===== config.mk =====
export PLATFORM = sky130hd
export DESIGN_NAME = dds_key_ctrl
export DESIGN_NICKNAME = d
export VERILOG_FILES = /design/src/rtl/dds_key_pkg.sv /design/src/rtl/dds_key_ctrl_key_filter.sv /design/src/rtl/dds_key_ctrl.sv
export SDC_FILE = /design/constraint.sdc
export NUM_CORES = 1
export LEC_CHECK = 0
export CAP_MARGIN = 10
export CORE_MARGIN = 1
export CORE_UTILIZATION = 45
export CTS_BUF_LIST = sky130_fd_sc_hd__clkbuf_4 sky130_fd_sc_hd__clkbuf_8 sky130_fd_sc_hd__clkbuf_16
export DETAILED_ROUTE_END_ITERATION = 8
export MAX_ROUTING_LAYER = met4
export PLACE_DENSITY = 0.65
export SETUP_SLACK_MARGIN = 0.05
export SLEW_MARGIN = 20
export SYNTH_ARGS = -nofsm -noshare
export SYNTH_HDL_FRONTEND = slang
export SYNTH_HIERARCHICAL = 1
export SYNTH_SLANG_ARGS = --single-unit

===== constraint.sdc =====
create_clock -name sys_clk -period 3.52 [get_ports sys_clk]
set_input_delay 0.528 -clock sys_clk [delete_from_list [all_inputs] [get_ports sys_clk]]
set_output_delay 0.528 -clock sys_clk [all_outputs]
set_load 0.1 [all_outputs]

===== src/rtl/dds_key_pkg.sv =====
// dds_key_pkg: shared constants and types for the DDS key controller.
//   Key indices : KEY_SEL, KEY_FUP, KEY_FDN, KEY_PH (NUM_KEYS total)
//   Widths      : FREQ_W (frequency word), PHASE_W (phase offset)
//   Types       : rpt_state_t, the per-key auto-repeat state
//                 (used only when AUTO_REPEAT_EN is defined)
package dds_key_pkg;

  localparam int KEY_SEL  = 0;
  localparam int KEY_FUP  = 1;
  localparam int KEY_FDN  = 2;
  localparam int KEY_PH   = 3;
  localparam int NUM_KEYS = 4;

  localparam int FREQ_W  = 7;
  localparam int PHASE_W = 5;

  typedef enum logic [1:0] {
    RPT_IDLE   = 2'd0,
    RPT_WAIT   = 2'd1,
    RPT_REPEAT = 2'd2
  } rpt_state_t;

endpackage


===== src/rtl/dds_key_ctrl_key_filter.sv =====
// key_filter: conditioning for one raw active-low push-key.
//   Contains a 2-FF synchroniser, a saturating debounce counter and, when
//   AUTO_REPEAT_EN is defined, an auto-repeat FSM (enabled per instance by
//   RPT_EN).
// Ports:
//   sys_clk    in   system clock (rising edge)
//   sys_rst_n  in   synchronous active-low reset
//   key_n      in   raw key, asynchronous, 0 = pressed
//   press_evt  out  1-cycle event: debounced press or auto-repeat tick
// Macro: AUTO_REPEAT_EN adds the repeat FSM; without it the block emits
//   exactly one event per press.
//
// Repeat FSM states
//   state      | meaning
//   RPT_IDLE   | no qualified press in progress
//   RPT_WAIT   | press accepted, counting the initial hold delay
//   RPT_REPEAT | still held, one event every RPT_PER cycles
module key_filter
  import dds_key_pkg::*;
#(
  parameter logic [19:0] CNT_MAX = 20'd999_999,
  parameter logic [24:0] RPT_DLY = 25'd24_999_999,
  parameter logic [22:0] RPT_PER = 23'd4_999_999,
  parameter bit          RPT_EN  = 1'b0
) (
  input  logic sys_clk,
  input  logic sys_rst_n,
  input  logic key_n,
  output logic press_evt
);

  if (CNT_MAX < 20'd2) begin : g_bad_cnt
    $error("key_filter: CNT_MAX must be at least 2");
  end
  if (RPT_EN && ((RPT_DLY == 25'd0) || (RPT_PER == 23'd0))) begin : g_bad_rpt
    $error("key_filter: repeat delay and period must be non-zero");
  end

  logic        s1_q;
  logic        s2_q;
  logic [1:0]  vld_q;
  logic        armed_q;
  logic        armed_d;
  logic [19:0] cnt_q;
  logic [19:0] cnt_d;
  logic        deb_evt;

  // vld_q marks when s2_q holds a real sample rather than its reset value;
  // only a genuinely sampled release arms the key, so a key held through
  // reset cannot fire until it is let go.
  always_ff @(posedge sys_clk) begin
    if (!sys_rst_n) begin
      s1_q    <= 1'b1;
      s2_q    <= 1'b1;
      vld_q   <= 2'b00;
      armed_q <= 1'b0;
      cnt_q   <= '0;
    end else begin
      s1_q    <= key_n;
      s2_q    <= s1_q;
      vld_q   <= {vld_q[0], 1'b1};
      armed_q <= armed_d;
      cnt_q   <= cnt_d;
    end
  end

  always_comb begin
    cnt_d = cnt_q;
    if (s2_q) begin
      cnt_d = '0;
    end else if (cnt_q != CNT_MAX) begin
      cnt_d = cnt_q + 20'd1;
    end
    armed_d = armed_q | (vld_q[1] & s2_q);
    deb_evt = armed_q & ~s2_q & (cnt_q == (CNT_MAX - 20'd1));
  end

`ifdef AUTO_REPEAT_EN
  rpt_state_t  st_q;
  rpt_state_t  st_d;
  logic [24:0] tmr_q;
  logic [24:0] tmr_d;
  logic        rpt_evt;

  always_ff @(posedge sys_clk) begin
    if (!sys_rst_n) begin
      st_q  <= RPT_IDLE;
      tmr_q <= '0;
    end else begin
      st_q  <= st_d;
      tmr_q <= tmr_d;
    end
  end

  // Timer is loaded with interval-1 so the event lands exactly RPT_DLY /
  // RPT_PER cycles after the previous one.
  always_comb begin
    st_d    = st_q;
    tmr_d   = tmr_q;
    rpt_evt = 1'b0;
    if (!RPT_EN || s2_q) begin
      st_d  = RPT_IDLE;
      tmr_d = '0;
    end else begin
      case (st_q)
        RPT_IDLE: begin
          if (deb_evt) begin
            st_d  = RPT_WAIT;
            tmr_d = RPT_DLY - 25'd1;
          end
        end
        RPT_WAIT: begin
          if (tmr_q == '0) begin
            rpt_evt = 1'b1;
            st_d    = RPT_REPEAT;
            tmr_d   = {2'b00, RPT_PER} - 25'd1;
          end else begin
            tmr_d = tmr_q - 25'd1;
          end
        end
        RPT_REPEAT: begin
          if (tmr_q == '0) begin
            rpt_evt = 1'b1;
            tmr_d   = {2'b00, RPT_PER} - 25'd1;
          end else begin
            tmr_d = tmr_q - 25'd1;
          end
        end
        default: begin
          st_d  = RPT_IDLE;
          tmr_d = '0;
        end
      endcase
    end
  end

  assign press_evt = deb_evt | rpt_evt;
`else
  assign press_evt = deb_evt;
`endif

endmodule


===== src/rtl/dds_key_ctrl.sv =====
// dds_key_ctrl: key front end for the DDS core. Debounces four active-low
// push-keys and maintains the waveform select, frequency word and phase
// offset registers that drive the DDS.
// Ports:
//   sys_clk     in   system clock (rising edge)
//   sys_rst_n   in   synchronous active-low reset
//   key_in[3:0] in   raw keys, 0 = pressed: [0] sel toggle, [1] freq up,
//                    [2] freq down, [3] phase step
//   sel         out  waveform select
//   freq[6:0]   out  frequency word, saturating in [FREQ_MIN, FREQ_MAX]
//   phase_ctrl  out  phase offset, wraps modulo 32
//   key_flag    out  1-cycle strobe on every control-register update
// Macro: AUTO_REPEAT_EN enables hold-to-repeat on keys 1..3.
module dds_key_ctrl
  import dds_key_pkg::*;
#(
  parameter logic [19:0]       CNT_MAX    = 20'd999_999,
  parameter logic [FREQ_W-1:0] FREQ_MIN   = 7'd1,
  parameter logic [FREQ_W-1:0] FREQ_MAX   = 7'd100,
  parameter logic [24:0]       REPEAT_DLY = 25'd24_999_999,
  parameter logic [22:0]       REPEAT_PER = 23'd4_999_999
) (
  input  logic                sys_clk,
  input  logic                sys_rst_n,
  input  logic [NUM_KEYS-1:0] key_in,
  output logic                sel,
  output logic [FREQ_W-1:0]   freq,
  output logic [PHASE_W-1:0]  phase_ctrl,
  output logic                key_flag
);

  if (FREQ_MIN > FREQ_MAX) begin : g_bad_freq
    $error("dds_key_ctrl: FREQ_MIN must not exceed FREQ_MAX");
  end

  localparam logic [FREQ_W-1:0]  FREQ_ONE  = 1;
  localparam logic [PHASE_W-1:0] PHASE_ONE = 1;

  logic [NUM_KEYS-1:0] press_evt;

  for (genvar k = 0; k < NUM_KEYS; k++) begin : g_key
    key_filter #(
      .CNT_MAX (CNT_MAX),
      .RPT_DLY (REPEAT_DLY),
      .RPT_PER (REPEAT_PER),
      .RPT_EN  (k != KEY_SEL)
    ) u_filter (
      .sys_clk   (sys_clk),
      .sys_rst_n (sys_rst_n),
      .key_n     (key_in[k]),
      .press_evt (press_evt[k])
    );
  end

  logic               sel_q,   sel_d;
  logic [FREQ_W-1:0]  freq_q,  freq_d;
  logic [PHASE_W-1:0] phase_q, phase_d;
  logic               flag_q,  flag_d;

  always_ff @(posedge sys_clk) begin
    if (!sys_rst_n) begin
      sel_q   <= 1'b0;
      freq_q  <= FREQ_MIN;
      phase_q <= '0;
      flag_q  <= 1'b0;
    end else begin
      sel_q   <= sel_d;
      freq_q  <= freq_d;
      phase_q <= phase_d;
      flag_q  <= flag_d;
    end
  end

  // Fixed priority, lowest key index wins; losers are dropped, not queued.
  // The flag pulses even when saturation leaves freq unchanged.
  always_comb begin
    sel_d   = sel_q;
    freq_d  = freq_q;
    phase_d = phase_q;
    flag_d  = 1'b0;
    if (press_evt[KEY_SEL]) begin
      sel_d  = ~sel_q;
      flag_d = 1'b1;
    end else if (press_evt[KEY_FUP]) begin
      freq_d = (freq_q == FREQ_MAX) ? FREQ_MAX : freq_q + FREQ_ONE;
      flag_d = 1'b1;
    end else if (press_evt[KEY_FDN]) begin
      freq_d = (freq_q == FREQ_MIN) ? FREQ_MIN : freq_q - FREQ_ONE;
      flag_d = 1'b1;
    end else if (press_evt[KEY_PH]) begin
      phase_d = phase_q + PHASE_ONE;
      flag_d  = 1'b1;
    end
  end

  assign sel        = sel_q;
  assign freq       = freq_q;
  assign phase_ctrl = phase_q;
  assign key_flag   = flag_q;

endmodule


==> reports/metrics.cfg <==
[clock_tree]
ctsHoldBuffers = 0
postCtsSetupRepairBufs = 0
cts_buffers = 17
root_buffer = clkbuf_16
clk_pin_slew_ns = 0.05
clockBufferDepth = 2
clock_sinks = 114
cts.repair.resized = 0
cts_max_level = 4
cts_tree = built
clock_latency_ns = 0.41

[worst_setup_path]
end_kind = flip-flop
criticalPathCategory = reg -> reg
r2r-end = freq[4]$_SDFFE_PN0P_
cp-start-kind = flip-flop
crit_start = g_key[1].u_filter/cnt_q[12]$_SDFFE_PP0P_
cp.arrival_ns = 3.07
r2r_setup_slack_ns = 0.76
reg2reg_depth = 8
cp.required_ns = 3.82
r2r-start = g_key[1].u_filter/cnt_q[12]$_SDFFE_PP0P_
worst-path-max-fanout = 11

[placement]
gp_congestion = 0.857
dp.cells = 819
dp_hpwl_um = 8480
portBuffers = 19

[finish]
regArea_um2 = 2280
n_fill_cell = 1109
final_util_pct = 54.9
instances_no_fill = 851
multiInputGateArea_um2 = 3210
area_growth_pct = 18.0
finalNetCount = 689
antenna_cells = 0
drive_gt1_share_pct = 10.8

[global_routing]
grt_max_degree = 23
antenna_found_initial = 0
grt_usage_pct = 21.1
grt_pass1_wl_um = 21100
grt_overflow_total = 0
grt_pass1_vias = 4458

[floorplan]
num_rows = 40
die_w_um = 114
die_h_um = 114
die-area_um2 = 13000
initial_core_util_pct = 46.5
io_pins = 20
core_area_um2 = 12100

[power]
vdd_ir_drop_max_mv = 0.335
powerDensity_nw_per_um2 = 499
p_leak_nw = 2.18

[drt]
num_vias = 4881
firstDrtPassIters = 4
ant_nets = 0
viasPerCell = 5.74
wl_per_cell_um = 14.4
drc = 0
drt_iter0_drc = 257
routed_wl_um = 12300

[timing]
fin_tns_setup_ns = 0
hold_violations = 0
final-max-slew-violation-count = 0
finalCritPeriodShare_pct = 78.5
rsz0062_at_grt = no
clock_skew_ns = 0.0107
tightest_slew_ns = 0.977
finalCriticalPeriod_ns = 2.76
setup_viol = 0
slew_headroom_pct = 34.7
fmax_ghz = 0.362

[logic_synthesis]
synth_edf_count = 0
async_flop_share_pct = 0
syn_inst = 650
avgSynthCellArea_um2 = 8.67
postSynthNetCount = 669
synth-seq-cells = 114
syn_area_um2 = 5640
synth_warnings = 6
yosysUniqueCellTypes = 54
synth_flop_cell = dfxtp_1
ys_seq_area_share_pct = 40.5

[worst_hold_path]
min_to = g_key[0].u_filter/s2_q$_SDFF_PN1_
worstHoldPathCells = 1
hold_path.class = reg -> reg
hold_start = g_key[0].u_filter/s1_q$_SDFF_PN1_

[status]
outcome = finished, final reports clean

[job]
drv_cap = 0

cell type report:
type	count	area share, %
Inverter	15	0.846
Clock buffer	21	7.13
Tap cell	168	3.16
Clock inverter	11	3.08
Sequential cell	114	34.3
Multi-Input combinational cell	499	48.2
Timing Repair Buffer	23	3.27
logic make-up after synthesis:
logic type,synth area share [%]
AOI/OAI and AO/OA,16.9
adders and majority gates,2.89
xor gates and xnor gates,4.04
and+or+nand+nor,32.8
muxes,0.178
buffers and inverters,2.69
DFF,40.5
worst max path at each step:
stage | to | slack (ns) | depth (start not counted)
2_1_floorplan | freq[3]$_SDFFE_PN0P_ | 1.12 | 6
3_3_place_gp | freq[4]$_SDFFE_PN0P_ | 0.92 | 8
3_5_place_dp | freq[0]$_SDFFE_PN1P_ | 0.80 | 7
4_1_cts | freq[3] | 0.75 | 1
5_1_grt | freq[2]$_SDFFE_PN0P_ | 0.51 | 8
6_report | freq[4]$_SDFFE_PN0P_ | 0.76 | 8
where the power goes:
part           internal (mW)  total [mW]  switching [mW]
combinational         0.0159      0.0369          0.0209
sequential              1.31        1.31         0.00678
clock                   1.38        1.97           0.585
total                   2.71        3.32           0.613
cell usage in the layout (no fill, tap or decap), drive strengths merged, types with 12 or more instances in the layout:
cell type	count
a31oi	12
xor2	18
nor2	31
clkbuf	21
dfxtp	114
nand2b	12
or4	20
or3	29
and2	17
a2111o	12
o21ai	56
clkdlybuf4s50	18
inv	15
nand4	21
and3	22
nand2	53
a21oi	47
nand3	43
ha	13
cells in the mapped netlist, drive strengths merged (2+ instances only):
| cell type | count | area [um^2] |
|---|---|---|
| dfxtp | 114 | 2280 |
| o21ai | 56 | 280 |
| nand2 | 53 | 199 |
| a21oi | 47 | 235 |
| nand3 | 43 | 235 |
| nor2 | 31 | 116 |
| or3 | 29 | 186 |
| and3 | 22 | 143 |
| nand4 | 21 | 156 |
| or4 | 20 | 195 |
| clkbuf | 19 | 71.3 |
| xor2 | 18 | 158 |
| and2 | 17 | 106 |
| inv | 15 | 56.3 |
| ha | 13 | 163 |
| a2111o | 12 | 135 |
| a31oi | 12 | 75.1 |
| nand2b | 12 | 75.1 |
| and4 | 11 | 101 |
| nor3 | 11 | 55.1 |
| a211oi | 10 | 75.1 |
| nor2b | 9 | 56.3 |
| xnor2 | 8 | 70.1 |
| nor4 | 6 | 37.5 |
| nor3b | 5 | 37.5 |
| nor4bb | 4 | 40.0 |
| o31ai | 4 | 30.0 |
| and4b | 3 | 30.0 |
| buf | 3 | 23.8 |
| nor4b | 3 | 47.5 |
| a21o | 2 | 15.0 |
| o21a | 2 | 15.0 |
| o21bai | 2 | 18.8 |
| o311ai | 2 | 17.5 |
| or2 | 2 | 12.5 |
| or3b | 2 | 17.5 |
layer usage:
| layer | track usage [%] | up-vias | share of wire, % |
|---|---|---|---|
| li1 | - | 2472 | - |
| met3 | 6.11 | 13 | 4.2 |
| met2 | 31.9 | 88 | 47 |
| met1 | 26.7 | 2308 | 48 |
| met5 | - | - | 0 |
| met4 | 7.71 | 0 | 1.1 |
state kept, by name (all words and copies together) (netlist names):
signal and cells:
g_key.u_filter/s2_q 4, g_key.u_filter/armed_q 4, g_key.u_filter/s1_q 4, freq 7
key_flag 1, g_key.u_filter/vld_q 8, phase_ctrl 5, g_key.u_filter/cnt_q 80
sel 1
critical path, stage by stage, from the launching register on:
cell and delay (ns):
dfxtp_1 0.36, nor4bb_1 0.34, and3_1 0.40, nand2_1 0.13, nor3_2 0.59, o21bai_1 0.33
a211oi_1 0.26, o21ai_0 0.11, o2111a_1 0.14
metrics by stage:
step           setup WS (ns)  power [mW]  hold slack [ns]  instance area (um^2)
2_1_floorplan           1.12        1.36            0.386                  5640
3_3_place_gp           0.921        1.38            0.392                  5970
3_5_place_dp           0.800        1.38            0.395                  5970
4_1_cts                0.754        3.36            0.408                  6650
5_1_grt                0.514        3.43            0.421                  6650
6_report               0.756        3.32            0.406                  6650
(Power assumes the default switching activity.)
